**src/rtl/adder_pkg.sv**
```systemverilog
// -----------------------------------------------------------------------------
// adder_pkg
//   Shared definitions for the pipelined adder: default parameter values and
//   the helper that derives the width of one pipeline slice.
//   Ports: none (package).
// -----------------------------------------------------------------------------
package adder_pkg;

    localparam int ADDER_WIDTH_DEFAULT  = 8;
    localparam int ADDER_STAGES_DEFAULT = 2;

    // Each pipeline stage adds an equal share of the operand bits.
    function automatic int slice_width(input int width, input int stages);
        return width / stages;
    endfunction

endpackage : adder_pkg

```
**src/rtl/adder_slice.sv**
```systemverilog
// -----------------------------------------------------------------------------
// adder_slice
//   Purely combinational ripple-carry adder for one slice of the operands.
//   Ports:
//     A, B  [W-1:0] in  : slice operands
//     Ci            in  : carry into the least significant bit
//     S     [W-1:0] out : slice sum
//     Co            out : carry out of the most significant bit
// -----------------------------------------------------------------------------
module adder_slice
    import adder_pkg::*;
#(
    parameter int W = 4
) (
    input  logic [W-1:0] A,
    input  logic [W-1:0] B,
    input  logic         Ci,
    output logic [W-1:0] S,
    output logic         Co
);

    // The ripple carry is kept in a procedural variable so the chain is a
    // single ordered evaluation rather than a self-referencing vector.
    always_comb begin
        logic carry;
        carry = Ci;
        S     = '0;
        for (int i = 0; i < W; i++) begin
            S[i]  = A[i] ^ B[i] ^ carry;
            carry = (A[i] & B[i]) | (carry & (A[i] ^ B[i]));
        end
        Co = carry;
    end

endmodule : adder_slice

```
**src/rtl/pipe_adder.sv**
```systemverilog
// -----------------------------------------------------------------------------
// pipe_adder
//   Pipelined adder computing {Cout,Sum} = DataA + DataB + Cin. The add is cut
//   into STAGES slices of WIDTH/STAGES bits; slice k is added in stage k, its
//   carry is registered and feeds slice k+1, and the not-yet-added operand
//   bits travel down the pipe with the carry.
//
//   Optional feature: define ADDER_OVF_EN to add the Ovf port, a registered
//   signed-overflow flag produced alongside the final stage.
//
//   Ports:
//     CLK            in  : clock, rising edge
//     RST            in  : synchronous active-high reset
//     In_valid       in  : operand set on DataA/DataB/Cin is valid
//     In_ready       out : operand set is accepted this cycle
//     DataA, DataB   in  : operands [WIDTH-1:0]
//     Cin            in  : carry in
//     Out_valid      out : Sum/Cout(/Ovf) hold a valid result
//     Out_ready      in  : consumer accepts the result
//     Sum            out : result [WIDTH-1:0]
//     Cout           out : unsigned carry out
//     Ovf            out : signed overflow (only with ADDER_OVF_EN)
//
//   Handshake: a transfer happens on any cycle where valid and ready are both
//   1, on the input side and on the output side alike. The pipe stalls only
//   when a result is presented and not taken (Out_valid & ~Out_ready); during
//   a stall every stage freezes and In_ready is 0. In_ready never depends on
//   In_valid, so there is no combinational path from In_valid to In_ready.
// -----------------------------------------------------------------------------
module pipe_adder
    import adder_pkg::*;
#(
    parameter int WIDTH  = ADDER_WIDTH_DEFAULT,
    parameter int STAGES = ADDER_STAGES_DEFAULT
) (
    input  logic             CLK,
    input  logic             RST,
    input  logic             In_valid,
    output logic             In_ready,
    input  logic [WIDTH-1:0] DataA,
    input  logic [WIDTH-1:0] DataB,
    input  logic             Cin,
    output logic             Out_valid,
    input  logic             Out_ready,
    output logic [WIDTH-1:0] Sum,
    output logic             Cout
`ifdef ADDER_OVF_EN
    ,
    output logic             Ovf
`endif
);

    localparam int SW   = slice_width(WIDTH, STAGES);
    localparam int LAST = STAGES - 1;

    if (STAGES < 1) begin : g_stages_err
        $error("pipe_adder: STAGES must be at least 1");
    end else if ((WIDTH < 2) || (WIDTH > 64) || ((WIDTH % STAGES) != 0)) begin : g_width_err
        $error("pipe_adder: WIDTH must be 2..64 and divisible by STAGES");
    end

    // Per-stage registers (outputs of stage k).
    logic [WIDTH-1:0] a_q     [STAGES];
    logic [WIDTH-1:0] b_q     [STAGES];
    logic [WIDTH-1:0] sum_q   [STAGES];
    logic             carry_q [STAGES];
    logic             valid_q [STAGES];

    // Per-stage inputs: the primary inputs for stage 0, the previous
    // stage's registers otherwise.
    logic [WIDTH-1:0] stg_a   [STAGES];
    logic [WIDTH-1:0] stg_b   [STAGES];
    logic [WIDTH-1:0] stg_s   [STAGES];
    logic             stg_c   [STAGES];
    logic             stg_v   [STAGES];

    logic [SW-1:0]    slice_s  [STAGES];
    logic             slice_co [STAGES];
    logic [WIDTH-1:0] sum_d    [STAGES];

    logic             stall;

    assign stall     = Out_valid & ~Out_ready;
    assign In_ready  = ~stall;
    assign Out_valid = valid_q[LAST];
    assign Sum       = sum_q[LAST];
    assign Cout      = carry_q[LAST];

    for (genvar k = 0; k < STAGES; k++) begin : g_stage
        if (k == 0) begin : g_first
            assign stg_a[k] = DataA;
            assign stg_b[k] = DataB;
            assign stg_s[k] = '0;
            assign stg_c[k] = Cin;
            assign stg_v[k] = In_valid;
        end else begin : g_next
            assign stg_a[k] = a_q[k-1];
            assign stg_b[k] = b_q[k-1];
            assign stg_s[k] = sum_q[k-1];
            assign stg_c[k] = carry_q[k-1];
            assign stg_v[k] = valid_q[k-1];
        end

        adder_slice #(
            .W (SW)
        ) u_slice (
            .A  (stg_a[k][k*SW +: SW]),
            .B  (stg_b[k][k*SW +: SW]),
            .Ci (stg_c[k]),
            .S  (slice_s[k]),
            .Co (slice_co[k])
        );

        // Bits from slice k upward are still zero in the partial sum
        // (stage 0 starts from zero and each stage only fills its own slice),
        // so merging the new slice is a plain OR.
        assign sum_d[k] = stg_s[k] | (WIDTH'(slice_s[k]) << (k * SW));
    end

`ifdef ADDER_OVF_EN
    logic ovf_d;
    logic ovf_q;

    // Signed overflow: same-sign operands giving a result of the other sign.
    assign ovf_d = (stg_a[LAST][WIDTH-1] == stg_b[LAST][WIDTH-1]) &
                   (sum_d[LAST][WIDTH-1] != stg_a[LAST][WIDTH-1]);
    assign Ovf   = ovf_q;
`endif

    // Valid bits advance whenever the pipe is not stalled, so bubbles move
    // down as valid=0. Data registers load only for a valid stage input, which
    // keeps the output data untouched when a bubble reaches the last stage.
    always_ff @(posedge CLK) begin
        if (RST) begin
            for (int k = 0; k < STAGES; k++) begin
                valid_q[k] <= 1'b0;
                carry_q[k] <= 1'b0;
                sum_q[k]   <= '0;
                a_q[k]     <= '0;
                b_q[k]     <= '0;
            end
`ifdef ADDER_OVF_EN
            ovf_q <= 1'b0;
`endif
        end else if (!stall) begin
            for (int k = 0; k < STAGES; k++) begin
                valid_q[k] <= stg_v[k];
                if (stg_v[k]) begin
                    a_q[k]     <= stg_a[k];
                    b_q[k]     <= stg_b[k];
                    sum_q[k]   <= sum_d[k];
                    carry_q[k] <= slice_co[k];
                end
            end
`ifdef ADDER_OVF_EN
            if (stg_v[LAST]) begin
                ovf_q <= ovf_d;
            end
`endif
        end
    end

endmodule : pipe_adder
```
**config.mk**
```make
export PLATFORM = sky130hd
export DESIGN_NAME = pipe_adder
export DESIGN_NICKNAME = d
export VERILOG_FILES = /design/src/rtl/adder_pkg.sv /design/src/rtl/adder_slice.sv /design/src/rtl/pipe_adder.sv
export SDC_FILE = /design/constraint.sdc
export NUM_CORES = 1
export LEC_CHECK = 0
export BUFFER_PORTS_ARGS = -buffer_cell sky130_fd_sc_hd__buf_2
export CAP_MARGIN = 20
export CORE_UTILIZATION = 30
export CTS_CLUSTER_SIZE = 20
export DETAILED_ROUTE_END_ITERATION = 12
export PLACE_DENSITY_LB_ADDON = 0.15
export REMOVE_ABC_BUFFERS = 1
export SYNTH_ARGS = -nofsm -noshare
export SYNTH_HDL_FRONTEND = slang
export SYNTH_SLANG_ARGS = --single-unit
```
**constraint.sdc**
```tcl
create_clock -name CLK -period 2.9 [get_ports CLK]
set_clock_uncertainty 0.1 [all_clocks]
set_input_delay 0.145 -clock CLK [delete_from_list [all_inputs] [get_ports CLK]]
set_output_delay 0.145 -clock CLK [all_outputs]
set_load 0.005 [all_outputs]
```
==> flow_metrics.py, run 1 <==
metrics = {
    "route": {
        "wl_per_cell_um": 12.7,
        "drtIter0Drc": 41,
        "drtAntennaViolNets": 0,
        "vias": 736,
        "wl_um": 2120,
        "drt_pass1_iterations": 4,
        "drc": 0,
        "vias_per_cell": 4.41,
    },
    "sta": {
        "min_period_over_period_pct": 85.7,
        "rsz0062_at_grt": "no",
        "relSlewSlack_pct": 63.3,
        "setup_violations": 0,
        "hold_viol": 0,
        "worst_slack_ns": 0.416,
        "finalMaxSlewViolations": 0,
        "max_freq_ghz": 0.403,
        "setup-tns-final_ns": 0,
        "tightest_slew_ns": 0.550,
        "period_needed_ns": 2.48,
    },
    "synth": {
        "syn_inst": 84,
        "ys_ff_latch": 24,
        "syn_area_mm2": 0.00137,
        "yosys_warnings": 0,
        "avgSynthCellArea_um2": 16.3,
        "synth-seq-area-share_pct": 52.7,
        "ys_types": 16,
    },
    "setup_path": {
        "r2r_cells": 8,
        "regToRegSetupSlack_ns": 0.42,
        "worstPathRequired_ns": 2.90,
        "r2r_start": "b_q[0][4]",
        "cp_slowest_cell": "fa_1",
        "path_delay_family": "adder cells",
        "crit_buf_inv": 3,
        "crit_top_cell": "fa_1",
        "r2r-end": "sum_q[0][15]",
        "path_max_fanout": 1,
        "start_kind": "register",
        "path_cells": "fa_1, inv_1, fa_1, inv_1, fa_1, inv_1, fa_1, nor4_2",
        "worst_setup_path_end_kind": "register",
        "critical_path_class": "reg -> reg",
        "max_stage_delay_ns": 0.42,
        "arrival_ns": 2.48,
    },
    "placed_design": {
        "dpl-instance-area_mm2": 0.00154,
        "gp_congestion": 0.670,
        "hpwl_um": 1510,
        "portBuffers": 31,
        "preCtsSetupSlack_ns": 0.427,
    },
    "global_route": {
        "overflow": 0,
        "grt_max_degree": 26,
        "track_usage_pct": 9.99,
        "grt_pass1_vias": 795,
        "antenna_found_initial": 0,
        "grt_pass1_wl_um": 3730,
    },
    "floorplan": {
        "die_area_mm2": 0.00483,
        "start_util_pct": 31.4,
        "core_area_mm2": 0.00435,
        "num_rows": 24,
        "die_y_um": 69.5,
        "die_x_um": 69.5,
        "num_io_pins": 32,
    },
    "final_layout": {
        "fillers": 432,
        "utilization_pct": 37.1,
        "multiInputGateArea_um2": 515,
        "final_area_mm2": 0.00161,
        "final_cell_mix": "31 x buf_2, 24 x edfxtp_1, 15 x inv_1, 11 x nor4b_2, 8 x fa_1",
        "drive_above_1_share_pct": 51.3,
        "seq_area_um2": 721,
        "nets": 145,
        "antenna_cells": 0,
        "areaGrowthSynthToFinish_pct": 18.0,
        "mostFrequentLayoutCell": "buf_2",
    },
    "min_path": {
        "worst_hold_path.num_cells": 2,
        "worstHoldStart": "DataA[4]",
        "hold_end": "a_q[0][4]",
        "holdCritPathClass": "in -> reg",
    },
    "clock_network": {
        "clock_sinks": 24,
        "clk_path_buf_depth": 2,
        "cts_root_buf": "clkbuf_8",
        "cts_tree": "yes",
        "htreeDepth": 1,
        "path_clk_slew_ns": 0.08,
        "postCtsHoldBufs": 0,
        "cts_resized": 0,
        "postCtsSetupBuffers": 0,
        "clock_latency_ns": 0.26,
        "cts_made_buffers": 3,
    },
    "power_and_ir_drop": {
        "leakagePower_nw": 0.637,
        "vdd_drop_max_mv": 0.250,
        "power_w": 0.000855,
        "power_density_mw_per_mm2": 530,
    },
    "outcome": {
        "status": "finished, final reports clean",
    },
    "job": {
        "cap_violations": 0,
    },
}
[worst max-delay path by stage]
stage                    from           end  depth (start not counted)
CTS                 b_q[0][4]  sum_q[0][15]                          8
floorplan           b_q[0][4]  sum_q[0][15]                          8
finish              b_q[0][4]  sum_q[0][15]                          8
detailed placement  b_q[0][4]  sum_q[0][15]                          8
global placement    b_q[0][4]  sum_q[0][15]                          8
global route        b_q[0][4]  sum_q[0][15]                          8
[worst reg2reg max path, stage by stage, from the launching register on]
cell	delay [ns]
edfxtp_1	0.40
fa_1	0.42
inv_1	0.07
fa_1	0.16
inv_1	0.05
fa_1	0.36
inv_1	0.08
fa_1	0.42
nor4_2	0.26
[power by group]
part           internal [W]  switching, W  total, W  leakage (nW)
combinational     0.0000657     0.0000706  0.000136         0.340
clock              0.000184      0.000104  0.000288        0.0357
sequential         0.000421    0.00000943  0.000430         0.261
[synth_stat cells]
library cell / n / share of area (%)
buf_12: 1 / 1.5
nor4b_2: 11 / 12
a21o_1: 2 / 1.1
nor2_1: 1 / 0.27
nor4b_4: 1 / 1.7
buf_6: 2 / 1.6
nor3b_1: 2 / 1.1
edfxtp_1: 24 / 53
inv_1: 15 / 4.1
nor2b_4: 1 / 1.0
buf_2: 1 / 0.37
nor4_2: 6 / 5.5
fa_1: 8 / 12
nand2b_1: 1 / 0.46
nor4b_1: 4 / 2.6
buf_4: 4 / 2.2
[routing by layer]
layer	up-vias	GRT usage (%)	share of wire, %
met4	0	5.44	1.7
met3	2	1.89	4.9
met2	22	16.0	48
met5	-	0	0
li1	362	-	-
met1	350	12.8	45
[flip-flops by register name, indices dropped and copies added, names as in the netlist]
signal and count:
a_q 4, sum_q 12, b_q 4, carry_q 2
valid_q 2
[metrics by stage]
| stage | hold slack (ns) | cells |
|---|---|---|
| 2_1_floorplan | 0.235 | 76 |
| 3_3_place_gp | 0.437 | 163 |
| 3_5_place_dp | 0.430 | 163 |
| 4_1_cts | 0.148 | 167 |
| 5_1_grt | 0.144 | 167 |
| 6_report | 0.156 | 167 |
[kinds of logic (layout without fill, tap and decap cells)]
kind of cell | after synthesis | count (layout) | share of synthesized area [%]
fa+ha+maj | 8 | 8 | 11.7
simple gates | 27 | 27 | 24.7
buf+inv | 23 | 54 | 9.79
flops | 24 | 24 | 52.7
compound gates | 2 | 2 | 1.10
[layout make-up]
| class | count | share of cell area [%] |
|---|---|---|
| Clock buffer | 3 | 2.56 |
| Clock inverter | 1 | 1.86 |
| Inverter | 15 | 3.49 |
| Multi-Input combinational cell | 37 | 31.9 |
| Sequential cell | 24 | 44.7 |
| Tap cell | 52 | 4.03 |
| Timing Repair Buffer | 35 | 11.5 |
Power figures use the tool's default switching activity.
==> run 2, diff against run 1 <==
--- a/config.mk
+++ b/config.mk
@@ -11,7 +11,9 @@
 export CTS_CLUSTER_SIZE = 20
 export DETAILED_ROUTE_END_ITERATION = 12
 export PLACE_DENSITY_LB_ADDON = 0.15
+export RECOVER_POWER = 25
 export REMOVE_ABC_BUFFERS = 1
 export SYNTH_ARGS = -nofsm -noshare
 export SYNTH_HDL_FRONTEND = slang
+export SYNTH_HIERARCHICAL = 1
 export SYNTH_SLANG_ARGS = --single-unit
==> run 2 against run 1 <==
The run now ends with DRC, capacitance limit, slew limit left. Worst setup slack worse by 0.030 ns. Critical endpoint unchanged. Critical path type unchanged. Worst hold slack worse by 0.0082 ns. Final area is 0.54% lower. Sequential power about the same. Fmax fell by 1.2%. Combinational power is essentially flat.
==> flow_metrics.py, run 2 <==
metrics = {
    "placed_design": {
        "preCtsSetupSlack_ns": 0.426,
        "portBuffers": 31,
        "gp_congestion": 0.678,
        "dp_cells": 168,
        "hpwl_um": 1540,
        "dpl-instance-area_mm2": 0.00158,
    },
    "route": {
        "drtIter0Drc": 59,
        "drc": 4,
        "drtAntennaViolNets": 0,
        "vias_per_cell": 4.55,
        "wl_per_cell_um": 13.0,
        "drt_pass1_iterations": 8,
        "wl_um": 2240,
        "vias": 783,
    },
    "global_route": {
        "track_usage_pct": 10.3,
        "grt_max_degree": 26,
        "grt_pass1_wl_um": 3950,
        "antenna_found_initial": 0,
        "overflow": 0,
        "grt_pass1_vias": 810,
    },
    "setup_path": {
        "arrival_ns": 2.48,
        "path_delay_family": "adder cells",
        "crit_buf_inv": 4,
        "worst_setup_path_end_kind": "register",
        "path_max_fanout": 1,
        "cp_slowest_cell": "fa_1",
        "start_kind": "register",
        "path_cells": "fa_1, inv_1, fa_1, inv_1, fa_1, inv_1, fa_1, inv_1, nor4b_1",
        "critical_path_class": "reg -> reg",
        "max_stage_delay_ns": 0.43,
        "worstPathRequired_ns": 2.87,
    },
    "floorplan": {
        "core_area_mm2": 0.00444,
        "num_io_pins": 32,
        "die_x_um": 70.8,
        "num_rows": 24,
        "die_area_mm2": 0.00501,
        "die_y_um": 70.8,
        "start_util_pct": 31.9,
    },
    "outcome": {
        "status": "finished, violations left",
        "violations": "DRC, capacitance limit, slew limit",
    },
    "sta": {
        "setup-tns-final_ns": 0,
        "max_freq_ghz": 0.398,
        "period_needed_ns": 2.51,
        "setup_violations": 0,
        "min_period_over_period_pct": 86.7,
        "finalMaxSlewViolations": 26,
        "hold_viol": 0,
        "tightest_slew_ns": 1.60,
        "rsz0062_at_grt": "no",
        "relSlewSlack_pct": -6.85,
        "worst_slack_ns": 0.386,
    },
    "power_and_ir_drop": {
        "p_clk_share_pct": 25.8,
        "switching_power_w": 0.000184,
        "vdd_drop_max_mv": 0.140,
        "power_density_mw_per_mm2": 478,
        "netSwitchingFraction_pct": 24.0,
        "seq_power_share_pct": 56.2,
        "p_int_w": 0.000583,
        "pwr-share-comb_pct": 18.1,
        "leakagePower_nw": 0.648,
    },
    "synth": {
        "synth_most_common_cell": "edfxtp_1",
        "syn_inst": 90,
        "ys_top_cells_by_count": "24 x edfxtp_1, 21 x inv_1, 16 x nor4b_2",
        "synth_edf_count": 24,
        "ys_ff_latch": 24,
        "ys_top_cells_by_area": "edfxtp_1 51%, nor4b_2 17%, fa_1 11%",
        "syn_area_mm2": 0.00142,
        "yosys_warnings": 6,
        "yosys.area.top_type": "edfxtp_1",
        "ys_types": 16,
        "synth-main-ff-cell": "edfxtp_1",
        "avgSynthCellArea_um2": 15.8,
        "synthArstFlopShare_pct": 0,
        "synth_top_cell_area_share_pct": 50.8,
        "synth-seq-area-share_pct": 50.8,
    },
    "final_layout": {
        "areaGrowthSynthToFinish_pct": 13.1,
        "final_area_mm2": 0.00161,
        "instances_no_fill": 172,
        "utilization_pct": 36.1,
        "fillers": 457,
        "final_cell_mix": "27 x buf_2, 24 x edfxtp_1, 21 x inv_1, 15 x nor4b_2, 8 x fa_1",
        "drive_above_1_share_pct": 41.7,
        "mostFrequentLayoutCell": "buf_2",
        "biggestRegsByFlops": "sum_q (12), a_q (4), b_q (4)",
        "nets": 150,
        "top_register": "sum_q",
        "antenna_cells": 0,
        "largest_reg_flops": 12,
    },
    "clock_network": {
        "cts_root_buf": "clkbuf_8",
        "postCtsHoldBufs": 0,
        "cts_made_buffers": 3,
        "postCtsSetupBuffers": 0,
        "htreeDepth": 1,
        "clock_sinks": 24,
        "clk_path_buf_depth": 2,
        "path_clk_slew_ns": 0.08,
        "clock_latency_ns": 0.26,
        "cts_resized": 0,
        "cts_tree": "yes",
    },
    "min_path": {
        "holdCritPathClass": "in -> reg",
    },
    "job": {
        "cap_violations": 1,
    },
}
[run 2: power by group through the flow]
stage / clock [W] / combinational (W) / sequential [W]
4_1_cts: 0.000205 / 0.000146 / 0.000431
6_report: 0.000197 / 0.000139 / 0.000431
2_1_floorplan: 0 / 0.0000845 / 0.000440
3_5_place_dp: 0 / 0.000144 / 0.000439
3_3_place_gp: 0 / 0.000145 / 0.000438
5_1_grt: 0.000217 / 0.000160 / 0.000434
[run 2: final cells by class]
cell class                 count  area, µm²  share of cell area, %
clock buffer                   3       41.3                   2.57
clock inverter                 1       3.75                  0.234
inverter                      21       78.8                   4.91
multi-input combinational     37        527                   32.8
sequential                    24        721                   44.9
tap                           52       65.1                   4.05
timing repair buffer          34        169                   10.5
[run 2: final timing paths]
path / from / to / slack (ns) / cells after the start
setup / recovery: a_q[0][4] / sum_q[0][15] / 0.39 / 9
hold / removal: RST / valid_q[0][0] / 0.15 / 2
hold reg to reg: sum_q[0][2] / sum_q[0][10] / 0.55 / 1
setup reg to reg: a_q[0][4] / sum_q[0][15] / 0.39 / 9
[run 2: cell families (layout without fill, tap and decap cells)]
| kind of cell | after synthesis | after routing | synth area share [%] |
|---|---|---|---|
| fa+ha+maj | 8 | 8 | 11.3 |
| simple gates | 27 | 27 | 25.6 |
| compound gates | 2 | 2 | 1.06 |
| buf+inv | 29 | 59 | 11.3 |
| flops | 24 | 24 | 50.8 |
[run 2: layer usage]
metal,share of wire [%],GRT usage [%],vias to the layer above
li1,-,-,374
met1,44,13.0,384
met2,49,16.6,23
met3,5.0,2.28,2
met4,1.5,5.33,0
met5,0,0,-
[run 2: stage by stage]
step,hold WS [ns],total power [W]
final,0.148,0.000767
after global routing,0.163,0.000811
after CTS,0.146,0.000781
after detailed placement,0.430,0.000583
after global placement,0.419,0.000582
after floorplan,0.235,0.000524
